<file path="config.mk">
export PLATFORM = sky130hd
export DESIGN_NAME = wb_regfile_hilo
export DESIGN_NICKNAME = d
export VERILOG_FILES = /design/src/rtl/wb_regfile_hilo.sv
export SDC_FILE = /design/constraint.sdc
export NUM_CORES = 2
export LEC_CHECK = 0
export ABC_AREA = 1
export BUFFER_PORTS_ARGS = -buffer_cell sky130_fd_sc_hd__buf_2
export CAP_MARGIN = 25
export CORE_MARGIN = 2
export CORE_UTILIZATION = 30
export DETAILED_ROUTE_END_ITERATION = 16
export PLACE_DENSITY_LB_ADDON = 0.08
export SLEW_MARGIN = 5
export SYNTH_ARGS = -nofsm -noshare
export SYNTH_HDL_FRONTEND = slang
export SYNTH_SLANG_ARGS = --single-unit
</file>
<file path="constraint.sdc">
create_clock -name clk -period 2.6 [get_ports clk]
set_input_delay 0.52 -clock clk [delete_from_list [all_inputs] [get_ports clk]]
set_output_delay 0.52 -clock clk [all_outputs]
set_load 0.005 [all_outputs]
</file>
<file path="src/rtl/wb_regfile_hilo.sv">
// ---------------------------------------------------------------------------
// wb_regfile_hilo
//
// Consumer end of the writeback-to-register-file bus. Holds the general
// purpose register file (register 0 hardwired to zero) and the HI/LO pair
// used by multiply/divide and move-to-HI/LO instructions.
//
// Ports:
//   clk           clock
//   rst           synchronous, active-high reset; clears GPRs, HI and LO
//   wb_to_rf_bus  writeback bus, MSB first:
//                   [104:103] mt_flag   (2'b10 MTHI, 2'b01 MTLO)
//                   [102]     div_flag
//                   [101:38]  div_result ([101:70] HI, [69:38] LO)
//                   [37]      rf_we
//                   [36:32]   rf_waddr
//                   [31:0]    rf_wdata
//   raddr1/rdata1 GPR read port 1 (combinational, write-first forwarding)
//   raddr2/rdata2 GPR read port 2 (combinational, write-first forwarding)
//   hi_rdata      HI value
//   lo_rdata      LO value
//
// Build option:
//   HILO_BYPASS_EN  when defined, hi_rdata/lo_rdata forward the value being
//                   written this cycle; otherwise they show the registers
//                   and a new value appears one cycle after the write.
// ---------------------------------------------------------------------------
module wb_regfile_hilo #(
    parameter int NREG = 32,
    parameter int DW   = 32
) (
    input  logic         clk,
    input  logic         rst,
    input  logic [104:0] wb_to_rf_bus,
    input  logic [4:0]   raddr1,
    output logic [31:0]  rdata1,
    input  logic [4:0]   raddr2,
    output logic [31:0]  rdata2,
    output logic [31:0]  hi_rdata,
    output logic [31:0]  lo_rdata
);

    localparam int AW = 5;

    // -----------------------------------------------------------------------
    // Bus field decode
    // -----------------------------------------------------------------------
    logic [1:0]      mt_flag;
    logic            div_flag;
    logic [2*DW-1:0] div_result;
    logic            rf_we;
    logic [AW-1:0]   rf_waddr;
    logic [DW-1:0]   rf_wdata;

    assign mt_flag    = wb_to_rf_bus[104:103];
    assign div_flag   = wb_to_rf_bus[102];
    assign div_result = wb_to_rf_bus[101:38];
    assign rf_we      = wb_to_rf_bus[37];
    assign rf_waddr   = wb_to_rf_bus[36:32];
    assign rf_wdata   = wb_to_rf_bus[31:0];

    // A write to register 0 is architecturally a no-op.
    logic gpr_wr;
    assign gpr_wr = rf_we && (rf_waddr != '0);

    // -----------------------------------------------------------------------
    // GPR storage. Every register must clear on reset, so the file is built
    // from flops rather than a RAM; register 0 is a constant.
    // -----------------------------------------------------------------------
    logic [DW-1:0] regs_reg [NREG];

    genvar gi;
    generate
        for (gi = 0; gi < NREG; gi++) begin : g_gpr
            if (gi == 0) begin : g_zero
                assign regs_reg[gi] = '0;
            end else begin : g_store
                always_ff @(posedge clk) begin
                    if (rst) begin
                        regs_reg[gi] <= '0;
                    end else if (gpr_wr && (rf_waddr == AW'(gi))) begin
                        regs_reg[gi] <= rf_wdata;
                    end
                end
            end
        end
    endgenerate

    // -----------------------------------------------------------------------
    // GPR read ports. Address 0 wins over forwarding so a pending write to
    // register 0 can never leak onto a read port.
    // -----------------------------------------------------------------------
    always_comb begin
        rdata1 = regs_reg[raddr1];
        if (raddr1 == '0) begin
            rdata1 = '0;
        end else if (rf_we && (rf_waddr == raddr1)) begin
            rdata1 = rf_wdata;
        end
    end

    always_comb begin
        rdata2 = regs_reg[raddr2];
        if (raddr2 == '0) begin
            rdata2 = '0;
        end else if (rf_we && (rf_waddr == raddr2)) begin
            rdata2 = rf_wdata;
        end
    end

    // -----------------------------------------------------------------------
    // HI/LO. Divide results take priority over move-to-HI/LO; mt_flag 2'b11
    // is reserved and writes nothing.
    // -----------------------------------------------------------------------
    logic [DW-1:0] hi_reg;
    logic [DW-1:0] lo_reg;
    logic [DW-1:0] hi_next;
    logic [DW-1:0] lo_next;

    always_comb begin
        hi_next = hi_reg;
        lo_next = lo_reg;
        if (div_flag) begin
            hi_next = div_result[2*DW-1:DW];
            lo_next = div_result[DW-1:0];
        end else begin
            case (mt_flag)
                2'b10:   hi_next = rf_wdata;
                2'b01:   lo_next = rf_wdata;
                default: ;
            endcase
        end
    end

    always_ff @(posedge clk) begin
        if (rst) begin
            hi_reg <= '0;
            lo_reg <= '0;
        end else begin
            hi_reg <= hi_next;
            lo_reg <= lo_next;
        end
    end

`ifdef HILO_BYPASS_EN
    // Same-cycle visibility lets mfhi/mflo follow a HI/LO writer directly.
    assign hi_rdata = hi_next;
    assign lo_rdata = lo_next;
`else
    assign hi_rdata = hi_reg;
    assign lo_rdata = lo_reg;
`endif

endmodule

</file>
==> key figures <==
Drt
  • DRC: 0
  • DR vias: 67007
  • Routed wl met2: 141000 um
  • Final wirelength: 317000 um
  • Met1 wire length: 140000 um
  • DR iter-0 viols: 7104
  • Avg WL per Cell: 25.6 um
  • DRT antenna net count: 0
  • DR vias/cell: 5.40
  • Top Metal Used: met5
  • DR pass1 iterations: 10
  • DR WL met3: 21200 um

Logic synthesis
  • Yosys cell types: 27
  • Largest family of logic cells by synthesized area: simple AND/OR/NAND/NOR gates
  • Post-Syn Area: 58800 um2
  • Post-synthesis sequential area ratio: 35.9%
  • Mapped Cells: 9141
  • Syn nets: 9258
  • Adder-Cell Fraction of Synth Area: 0%
  • Seq cells post-synth: 1056
  • Post-Synth XOR/XNOR Area: 0.0596%
  • Post-synthesis mux area share: 0%
  • Synth Area in Compound Gates: 21.2%
  • Post-Synth Simple-Gate Area: 30.7%
  • Avg Synthesized Cell Area: 6.43 um2
  • Synth warnings: 0

Min path
  • HP Class: in -> reg

Global routing
  • GRT Overall Usage: 30.6%
  • Global-route wire length before repair: 450000 um
  • Gr ovfl total: 0
  • Vias in the first global route: 61814
  • Initial antenna violation count: 7
  • Largest net degree at the start of global routing: 113

Clocking
  • Clk_lat worst skew: 0.81 ns
  • CTS buffer count: 138
  • H-tree depth: 4
  • Clock buffer depth: 3
  • Clk sink count: 1056
  • Worst-path clk slew: 0.06 ns
  • CTS root buf: clkbuf_16
  • CTS tree: done

Power
  • Sw power: 13600 uW
  • Sw frac: 30.3%
  • Pwr per Cell Area: 552 nW/um2
  • Flop pwr share: 37.0%
  • Overall power: 44800 uW
  • Clock power frac: 43.6%
  • Int Pwr: 31200 uW
  • Lkg Pwr: 0.0338 uW
  • Max VDD drop: 0.000638 V
  • Combinational fraction of design power: 19.4%

Floorplan
  • Die area: 200000 um2
  • Die Wd: 447 um
  • # IOs: 245
  • Die Span Y: 447 um
  • Core area: 195000 um2
  • Starting Density: 30.2%
  • Row count: 162

Finish
  • Reg area: 21400 um2
  • Share of layout cells above drive strength 1: 25.5%
  • Largest register FFs: 992
  • Nets@finish: 9796
  • Filler instances: 20121
  • Multi-input logic area: 34100 um2
  • Area grow syn2layout: 37.9%

Run status
  • Failing checks: negative setup slack
  • Status: finished with violations

Worst setup path
  • Critical path type: reg -> out
  • Crit path to: rdata2[8]
  • Reg2reg end: regs_reg[945]
  • Critical path's slowest cell: a21oi_4
  • Worst Path Arrival: 2.34 ns
  • Worst Setup End Kind: output pin
  • Worst R2R Path Depth: 18
  • Crit Path Max Fanout: 3
  • Critical Path, Cell by Cell: inv_2 > a21oi_2 > o21ai_1 > nand3_1 > nand3_2 > nand2_4 > nand2_4 > a21oi_4 > buf_6 > buf_6
  • Worst EP required: 2.08 ns
  • Critical Path Start: regs_reg[712]
  • Worst reg2reg setup slack: 0.05 ns
  • Critical path's largest stage delay: 0.33 ns
  • CP Launch Type: register
  • Reg-to-Reg Start: regs_reg[945]

STA
  • Clock Skew: 0 ns
  • Slew margin rel.: 46.7%
  • Min Tclk post-route: 2.86 ns
  • Period utilization: 110%
  • RSZ-0062 raised after global routing: true
  • Slew @ Worst Pin: 0.800 ns
  • Final setup fails: 62
  • Setup TNS: -7.50 ns
  • Fmax: 0.349 GHz
  • Setup ws final: -0.265 ns
  • Count of pins over their slew limit: 0
  • Final Hold Fails: 0

Placed design
  • Final HPWL DP: 204000 um
  • PortBufs: 244
  • RePlAce Congestion: 0.915

Flow run
  • Max Cap Violations: 0
## through the flow
step	setup slack, ns	util (%)	hold WS [ns]	instance area, um2	std cells
after CTS	-0.313	40.3	0.0346	78600	12346
after detailed placement	-0.956	35.1	0.456	68300	11910
after global routing	-0.299	41.6	0.110	81100	12409
final	-0.265	41.6	0.0900	81100	12409
after global placement	-0.963	35.1	0.449	68300	11910
after floorplan	0.358	-	0.441	58800	9141
## worst min-delay path by stage
stage / depth (start not counted) / slack, ns / from / to
after CTS: 4 / 0.03 / wb_to_rf_bus[103] / hi_rdata[31]
after detailed placement: 2 / 0.46 / lo_rdata[5] / lo_rdata[5]
after global routing: 4 / 0.11 / wb_to_rf_bus[103] / hi_rdata[1]
after global placement: 2 / 0.45 / lo_rdata[1] / lo_rdata[1]
after floorplan: 2 / 0.44 / regs_reg[626] / regs_reg[626]
final: 4 / 0.09 / wb_to_rf_bus[103] / hi_rdata[31]
## cell families (layout without fill, tap and decap cells)
kind of cell / Yosys count / count (layout)
AND/OR/NAND/NOR: 4407 / 4407
AO/OA/AOI/OAI: 1868 / 1868
buffers and inverters: 1806 / 2448
flip-flops: 1056 / 1056
XOR/XNOR: 4 / 4
other: 0 / 2
## routing by layer
layer | up-vias | track usage [%]
li1 | 31562 | -
met1 | 32198 | 42.0
met2 | 2728 | 47.9
met3 | 517 | 4.11
met4 | 2 | 13.2
met5 | - | 0
## Yosys cell counts
cell      instances  share of area (%)
a211oi_1        878                 11
a21oi_1         312                2.7
a22oi_1          24               0.31
a31oi_1          57               0.61
buf_1           112               0.71
buf_2           243                2.1
buf_4             8               0.10
clkbuf_1        514                3.3
dfxtp_1        1056                 36
inv_1           909                5.8
inv_2            19               0.12
inv_4             1              0.011
nand2_1        2073                 13
nand2_2           4              0.043
nand3_1        1162                9.9
nand3b_1          4              0.051
nor2_1         1147                7.3
nor2_2            8              0.085
nor2_4            2              0.038
nor3_1            2              0.017
nor4_1            1              0.011
o211ai_1        309                3.9
o21ai_0         283                2.4
o21ai_2           1              0.015
o22ai_1           4              0.043
or2_2             4              0.043
xor2_1            4              0.060
## critical path, delay by kind of cell (launching register included)
| kind | cells | cell delay (ns) |
|---|---|---|
| DFF | 1 | 0.32 |
| AOI/OAI and AO/OA | 3 | 0.50 |
| buffers and inverters | 3 | 0.28 |
| and+or+nand+nor | 4 | 0.42 |
## power groups by stage
stage                     clock network, uW  logic [uW]  registers, uW
after detailed placement                  0        6960          16900
final                                 19500        8690          16600
after global routing                  20500        9090          16600
after global placement                    0        6960          16900
after floorplan                           0        3280          16900
after CTS                             19800        8120          16500
## cells in the final DEF (no fill, tap or decap), types with 14 or more instances in the layout
master and n:
nand2_1 1824, nand2_2 181, dfxtp_1 883, a21oi_1 212
a21oi_2 86, buf_16 56, nand3_2 218, buf_4 551
nor2_1 1086, a31oi_1 57, buf_6 133, buf_8 22
dfxtp_2 166, nor2_2 49, o21ai_0 145, buf_12 214
a211oi_1 877, inv_1 730, a22oi_1 24, o211ai_1 309
o21ai_1 124, inv_2 188, nand2_4 71, nand3_4 46
nand3_1 898, clkbuf_16 162, dlygate4sd3_1 64, o21ai_2 15
buf_2 204, clkbuf_8 31, nor2_4 22, clkbuf_1 45
a21oi_4 14
## final cells by class
| cell class | instances | area share, % |
|---|---|---|
| multi-input cells | 6279 | 42.0 |
| clock buffers | 221 | 5.21 |
| well taps | 2624 | 4.05 |
| inverters | 929 | 4.44 |
| repair buffers | 1274 | 17.6 |
| diodes | 2 | 0.00617 |
| repair inverters | 1 | 0.0139 |
| clock inverters | 23 | 0.319 |
| flip-flops and latches | 1056 | 26.4 |
## what timing repair did
item	4_1_cts	5_1_grt
hold buffers	64	0
setup endpoints to repair	64	65
hold endpoints to repair	64	0
pin swaps	313	343
gates resized for setup	1022	598
buffers inserted	106	58
cloned	36	17
Note: power is estimated with default switching activity, not from simulation.
